## src/rtl/uart_frame_pkg.sv

```systemverilog
`default_nettype none
// ============================================================================
// Module      : uart_frame_pkg
// Description : Shared state encoding and constants for the UART frame
//               controller.
// Revision    : 1.0 - initial release
// ============================================================================
package uart_frame_pkg;

    localparam logic [2:0] ST_IDLE    = 3'd0;
    localparam logic [2:0] ST_CMD     = 3'd1;
    localparam logic [2:0] ST_LEN     = 3'd2;
    localparam logic [2:0] ST_PAYLOAD = 3'd3;
    localparam logic [2:0] ST_CHK     = 3'd4;
    localparam logic [2:0] ST_HOLD    = 3'd5;

    typedef enum logic [2:0] {
        S_IDLE    = ST_IDLE,
        S_CMD     = ST_CMD,
        S_LEN     = ST_LEN,
        S_PAYLOAD = ST_PAYLOAD,
        S_CHK     = ST_CHK,
        S_HOLD    = ST_HOLD
    } frame_state_t;

    localparam logic [7:0]  c_SYNC_BYTE     = 8'hA5;
    // Start + 8 data + stop bits per UART character.
    localparam int unsigned c_BITS_PER_CHAR = 10;

endpackage : uart_frame_pkg
`default_nettype wire

```

## src/rtl/uart_frame_ctrl_timeout.sv

```systemverilog
`default_nettype none
// ============================================================================
// Module      : frame_timeout
// Description : Inter-byte gap counter; flags expiry after LIMIT idle cycles.
// Revision    : 1.0 - initial release
// ============================================================================
module frame_timeout #(
    parameter int unsigned LIMIT = 400
) (
    input  logic clk,
    input  logic reset,
    input  logic clr,
    input  logic en,
    output logic expire
);

    localparam int unsigned c_CW = $clog2(LIMIT + 1);

    logic [c_CW-1:0] r_cnt;

    always_ff @(posedge clk or posedge reset) begin
        if (reset) begin
            r_cnt <= '0;
        end else if (clr) begin
            r_cnt <= '0;
        end else if (en) begin
            r_cnt <= r_cnt + c_CW'(1);
        end
    end

    // A clear in the same cycle (an arriving byte) always beats expiry.
    assign expire = en && !clr && (r_cnt == c_CW'(LIMIT - 1));

endmodule : frame_timeout
`default_nettype wire

```

## src/rtl/uart_frame_ctrl.sv

```systemverilog
`default_nettype none
// ============================================================================
// Module      : uart_frame_ctrl
// Description : Assembles SYNC/CMD/LEN/payload/CHK frames from a UART byte
//               stream and holds each checked frame until acknowledged.
// Revision    : 1.0 - initial release
// ============================================================================
module uart_frame_ctrl
    import uart_frame_pkg::*;
#(
    parameter int unsigned           CLK_FREQ      = 50000000,
    parameter int unsigned           BAUDRATE      = 9600,
    parameter int unsigned           DATA_WIDTH    = 8,
    parameter int unsigned           MAX_LEN       = 16,
    parameter logic [DATA_WIDTH-1:0] SYNC_BYTE     = DATA_WIDTH'(c_SYNC_BYTE),
    parameter int unsigned           TIMEOUT_BYTES = 4
) (
    input  logic                         clk,
    input  logic                         reset,
    input  logic [DATA_WIDTH-1:0]        rx_data,
    input  logic                         rx_ready,
    output logic                         frame_valid,
    output logic [DATA_WIDTH-1:0]        frame_cmd,
    output logic [$clog2(MAX_LEN+1)-1:0] frame_len,
    input  logic [$clog2(MAX_LEN)-1:0]   rd_addr,
    output logic [DATA_WIDTH-1:0]        rd_data,
    input  logic                         frame_ack,
    output logic                         busy,
    output logic                         chk_err,
    output logic                         len_err,
    output logic                         timeout_err,
    output logic                         overrun
);

    localparam int unsigned           c_LW      = $clog2(MAX_LEN + 1);
    localparam int unsigned           c_IW      = $clog2(MAX_LEN);
    localparam int unsigned           c_LIMIT   = TIMEOUT_BYTES * c_BITS_PER_CHAR * (CLK_FREQ / BAUDRATE);
    localparam logic [DATA_WIDTH-1:0] c_MAX_LEN = DATA_WIDTH'(MAX_LEN);

    frame_state_t          r_state;
    logic [DATA_WIDTH-1:0] r_cmd;
    logic [DATA_WIDTH-1:0] r_acc;
    logic [c_LW-1:0]       r_len;
    logic [c_IW-1:0]       r_idx;
    logic [DATA_WIDTH-1:0] r_mem [MAX_LEN];

    logic w_idle_or_hold;
    logic w_expire;
    logic w_mem_we;

    assign w_idle_or_hold = (r_state == S_IDLE) || (r_state == S_HOLD);
    assign w_mem_we       = (r_state == S_PAYLOAD) && rx_ready;

    frame_timeout #(
        .LIMIT (c_LIMIT)
    ) u_timeout (
        .clk    (clk),
        .reset  (reset),
        .clr    (rx_ready || w_idle_or_hold),
        .en     (!w_idle_or_hold),
        .expire (w_expire)
    );

    always_ff @(posedge clk) begin
        if (w_mem_we) begin
            r_mem[r_idx] <= rx_data;
        end
    end

    always_ff @(posedge clk or posedge reset) begin
        if (reset) begin
            rd_data <= '0;
        end else begin
            rd_data <= r_mem[rd_addr];
        end
    end

    always_ff @(posedge clk or posedge reset) begin
        if (reset) begin
            r_state     <= S_IDLE;
            r_cmd       <= '0;
            r_acc       <= '0;
            r_len       <= '0;
            r_idx       <= '0;
            frame_valid <= 1'b0;
            frame_cmd   <= '0;
            frame_len   <= '0;
            busy        <= 1'b0;
            chk_err     <= 1'b0;
            len_err     <= 1'b0;
            timeout_err <= 1'b0;
            overrun     <= 1'b0;
        end else begin
            chk_err     <= 1'b0;
            len_err     <= 1'b0;
            timeout_err <= 1'b0;
            overrun     <= 1'b0;

            if (w_expire) begin
                timeout_err <= 1'b1;
                busy        <= 1'b0;
                r_state     <= S_IDLE;
            end else begin
                case (r_state)
                    S_IDLE: begin
                        if (rx_ready && (rx_data == SYNC_BYTE)) begin
                            busy    <= 1'b1;
                            r_state <= S_CMD;
                        end
                    end
                    S_CMD: begin
                        if (rx_ready) begin
                            r_cmd   <= rx_data;
                            r_acc   <= rx_data;
                            r_state <= S_LEN;
                        end
                    end
                    S_LEN: begin
                        if (rx_ready) begin
                            if (rx_data > c_MAX_LEN) begin
                                len_err <= 1'b1;
                                busy    <= 1'b0;
                                r_state <= S_IDLE;
                            end else begin
                                r_len   <= c_LW'(rx_data);
                                r_acc   <= r_acc ^ rx_data;
                                r_idx   <= '0;
                                r_state <= (rx_data == '0) ? S_CHK : S_PAYLOAD;
                            end
                        end
                    end
                    S_PAYLOAD: begin
                        if (rx_ready) begin
                            r_acc <= r_acc ^ rx_data;
                            r_idx <= r_idx + c_IW'(1);
                            if (c_LW'(r_idx) == (r_len - c_LW'(1))) begin
                                r_state <= S_CHK;
                            end
                        end
                    end
                    S_CHK: begin
                        if (rx_ready) begin
                            busy <= 1'b0;
                            if (rx_data == r_acc) begin
                                frame_valid <= 1'b1;
                                frame_cmd   <= r_cmd;
                                frame_len   <= r_len;
                                r_state     <= S_HOLD;
                            end else begin
                                chk_err <= 1'b1;
                                r_state <= S_IDLE;
                            end
                        end
                    end
                    S_HOLD: begin
                        // The consumer owns the frame; incoming bytes are lost.
                        if (rx_ready) begin
                            overrun <= 1'b1;
                        end
                        if (frame_ack) begin
                            frame_valid <= 1'b0;
                            r_state     <= S_IDLE;
                        end
                    end
                    default: begin
                        busy    <= 1'b0;
                        r_state <= S_IDLE;
                    end
                endcase
            end
        end
    end

endmodule : uart_frame_ctrl
`default_nettype wire
```

## config.mk

```make
export PLATFORM = sky130hd
export DESIGN_NAME = uart_frame_ctrl
export DESIGN_NICKNAME = d
export VERILOG_FILES = /design/src/rtl/uart_frame_pkg.sv /design/src/rtl/uart_frame_ctrl_timeout.sv /design/src/rtl/uart_frame_ctrl.sv
export SDC_FILE = /design/constraint.sdc
export NUM_CORES = 1
export LEC_CHECK = 0
export ABC_AREA = 1
export ABC_CLOCK_PERIOD_IN_PS = 3000
export CORE_AREA = 2 2 131 120
export CTS_CLUSTER_SIZE = 20
export DETAILED_ROUTE_END_ITERATION = 7
export DIE_AREA = 0 0 133 122
export GPL_TIMING_DRIVEN = 0
export PLACE_DENSITY_LB_ADDON = 0.3
export SLEW_MARGIN = 20
export SYNTH_ARGS = -nofsm -noshare
export SYNTH_HDL_FRONTEND = slang
export SYNTH_SLANG_ARGS = --single-unit
```

## constraint.sdc

```tcl
create_clock -name clk -period 3 [get_ports clk]
set_clock_uncertainty 0.1 [all_clocks]
set_input_delay 0.75 -clock clk [delete_from_list [all_inputs] [get_ports clk]]
set_output_delay 0.75 -clock clk [all_outputs]
set_load 0.02 [all_outputs]
```

==> flow_summary.toml, run 1 <==
[grt]
gr-total-overflow = 0
antenna_found_initial = 0
grt_start_max_net_pins = 43
grt_pass1_vias = 6104
grt_pass1_wl_um = 31900
globalRouteTotalUtil = 0.255

[drt]
via_per_inst = 5.64
wl_per_cell_um = 18.2
dr.pass1.iters = 5
drt-total-wl_um = 19900
num_vias = 6179
drtAntennaViolNets = 0
drc = 0
drt-initial-drc-count = 635

[worst_setup_path]
end_kind = "flop"
max_stage_delay_ns = 0.89
crit_top_cell = "nand2_1"
cp.buffers_inverters = 3
crit_type = "in2reg"
crit_arrival_ns = 3.08
slowest_stage = "clkdlybuf4s50_1"
r2r_slack_ns = 0.39
worst-path-max-fanout = 20
cp.required_ns = 3.28
cp_top_family = "buffers and inverters"
critPathLaunchType = "input port"
path_cells = "clkdlybuf4s50_1 -> xnor2_1 -> nand2_1 -> nor2_1 -> nand3_2 -> clkinv_2 -> nand2_4 -> buf_6 -> nand2_1 -> nand2_1"

[floorplan]
ios = 43
initial_core_util = 0.586
chipHeight_um = 122
core_area_um2 = 15000
die_x_um = 133
die_area_um2 = 16200
rows = 43

[status]
status = "finished, final reports clean"

[cells_and_area]
fin_area_um2 = 10200
antenna_cells = 0
syn2layout_area_growth_pct = 15.4
layout_commonest_cell = "nand2_1"
final_cell_mix = "nand2_1, edfxtp_1, inv_1, o21ai_0, dfrtp_1"
final_util = 0.676
layout-drive-gt1-share = 0.0682
nets = 902

[clocking]
postCtsHoldBufs = 0
h-tree-depth = 1
cts-root-buf = "clkbuf_16"
clock_path_buffers = 3
clk_pin_slew_ns = 0.06
clock_sinks = 201
cts_buffers = 21
cts_resized = 0
tritoncts = "built"
post_cts_buffers = 0
insertion_delay_ns = 0.49

[logic_synthesis]
synth_cell_types = 38
synthesis.instances = 817
synth_area_um2 = 8800
yosysSeqAreaShare = 0.644
synth_nets = 839
yosysWarnings = 0
synth_top_area_frac = 0.437
avgSynthCellArea_um2 = 10.8
yosys.area.top_type = "edfxtp_1"
synthTopCellsByArea = "edfxtp_1, dfrtp_1, nand2_1, o21ai_0, mux2i_1"
synth_seq_cells = 201

[placement]
gp_congestion = 0.884
port_buffers = 39
dpl_worst_slack_ns = -0.410
dp_hpwl_um = 12700
postPlaceCellArea_um2 = 9470

[sta]
clock.fmax_ghz = 0.357
min_period_ns = 2.80
worst_pin_slew_ns = 1.02
rsz0062_at_grt = "true"
period_share = 0.935
slew_viol_final = 0
finalSetupViolCount = 0
hold_viol_final = 0
setup_ws_ns = 0.196
slew-limit-headroom = 0.316

[pwr]
p_leak_nw = 4.08
p_per_area_nw_per_um2 = 706
ir_worst_vdd_mv = 0.567

[min_path]
min_path_type = "reg2reg"

[run]
max_cap_viol_count = 0
[per-stage QoR]
step	hold slack, ns	power (mW)	std cells	TNS (ns)
6_report	0.374	7.16	1096	0
5_1_grt	0.399	7.51	1096	-0.0386
4_1_cts	0.379	7.19	1096	0
3_5_place_dp	0.361	4.67	1059	-35.75
3_3_place_gp	0.354	4.63	1058	-110.50
2_1_floorplan	0.353	4.28	817	0
[sequential cells by signal (all words and copies together), names as in the netlist]
| signal | flops |
|---|---|
| r_mem | 128 |
| u_timeout.r_cnt | 18 |
| frame_cmd | 8 |
| r_acc | 8 |
| r_cmd | 8 |
| rd_data | 8 |
| frame_len | 5 |
| r_len | 5 |
| r_idx | 4 |
| r_state | 3 |
| busy | 1 |
| chk_err | 1 |
| frame_valid | 1 |
| len_err | 1 |
| overrun | 1 |
| timeout_err | 1 |
[worst register-to-register path, stage by stage (launching register included)]
cell and delay, ns:
dfrtp_1 0.41, inv_2 0.13, nand2_1 0.10, nor2_1 0.15, inv_1 0.12, nor2_1 0.30, nand2_1 0.30, nor2_1 0.63
[routing by layer]
layer,vias to the layer above,GRT usage,part of all wire
met4,0,0.0961,0.031
met5,-,0,0
met3,54,0.0375,0.068
li1,2935,-,-
met1,2922,0.347,0.42
met2,268,0.423,0.48
[path summary, 6_finish.rpt]
| kind | to | startpoint | cells past startpoint |
|---|---|---|---|
| min in group asynchronous | frame_cmd[6] | reset | 2 |
| max in group asynchronous | rd_data[1] | reset | 3 |
| worst max-delay path | frame_cmd[0] | rx_data[2] | 10 |
| worst min-delay path | frame_cmd[1] | frame_cmd[1] | 2 |
| worst min register to register | frame_cmd[1] | frame_cmd[1] | 2 |
| worst max register to register | r_mem[15][3] | r_state[2] | 7 |
[where the power goes]
part           internal [mW]  total [mW]  switching [mW]
registers               3.18        3.35           0.164
clock network           1.51        2.52            1.01
logic                  0.466        1.30           0.830
total                   5.16        7.16            2.00
[cell usage after synthesis (all sizes together)]
cell and number:
mux2i 32, nand3b 3, dfrtp 73, clkinv 2, or2 1, nand4 8, o211ai 32, ha 6
nor3b 1, edfxtp 128, xnor2 7, nand3 39, a22oi 1, xor2 5, o21ba 1, clkbuf 16
nand2 156, inv 80, o21a 2, nor3 10, a211oi 1, buf 14, o21ai 87, a21oi 41
nor2 71
[cells by family (layout without fill, tap and decap cells)]
logic type | Yosys count | in the layout | share of synthesized area
AOI/OAI and AO/OA | 165 | 165 | 0.106
xor gates and xnor gates | 12 | 12 | 0.0119
adders and majority gates | 6 | 6 | 0.00853
buffers and inverters | 112 | 189 | 0.0522
DFF | 201 | 201 | 0.644
muxes | 32 | 32 | 0.0364
and+or+nand+nor | 289 | 289 | 0.141
[cell type report]
cell class | count | area (um2)
buffer | 30 | 150
clock buffer | 30 | 579
clock inverter | 7 | 83.8
fill | 1119 | 4860
inverter | 82 | 312
multi-input combinational | 504 | 2680
sequential | 201 | 5670
tap | 202 | 253
timing repair buffer | 40 | 423
Note: power is estimated with default switching activity, not from simulation.
==> run 2: changes to the inputs <==
Settings changed: SKIP_CTS_REPAIR_TIMING set to 1.
==> results of run 2 <==
Final layout, timing and power as in run 1 (identical DEF).
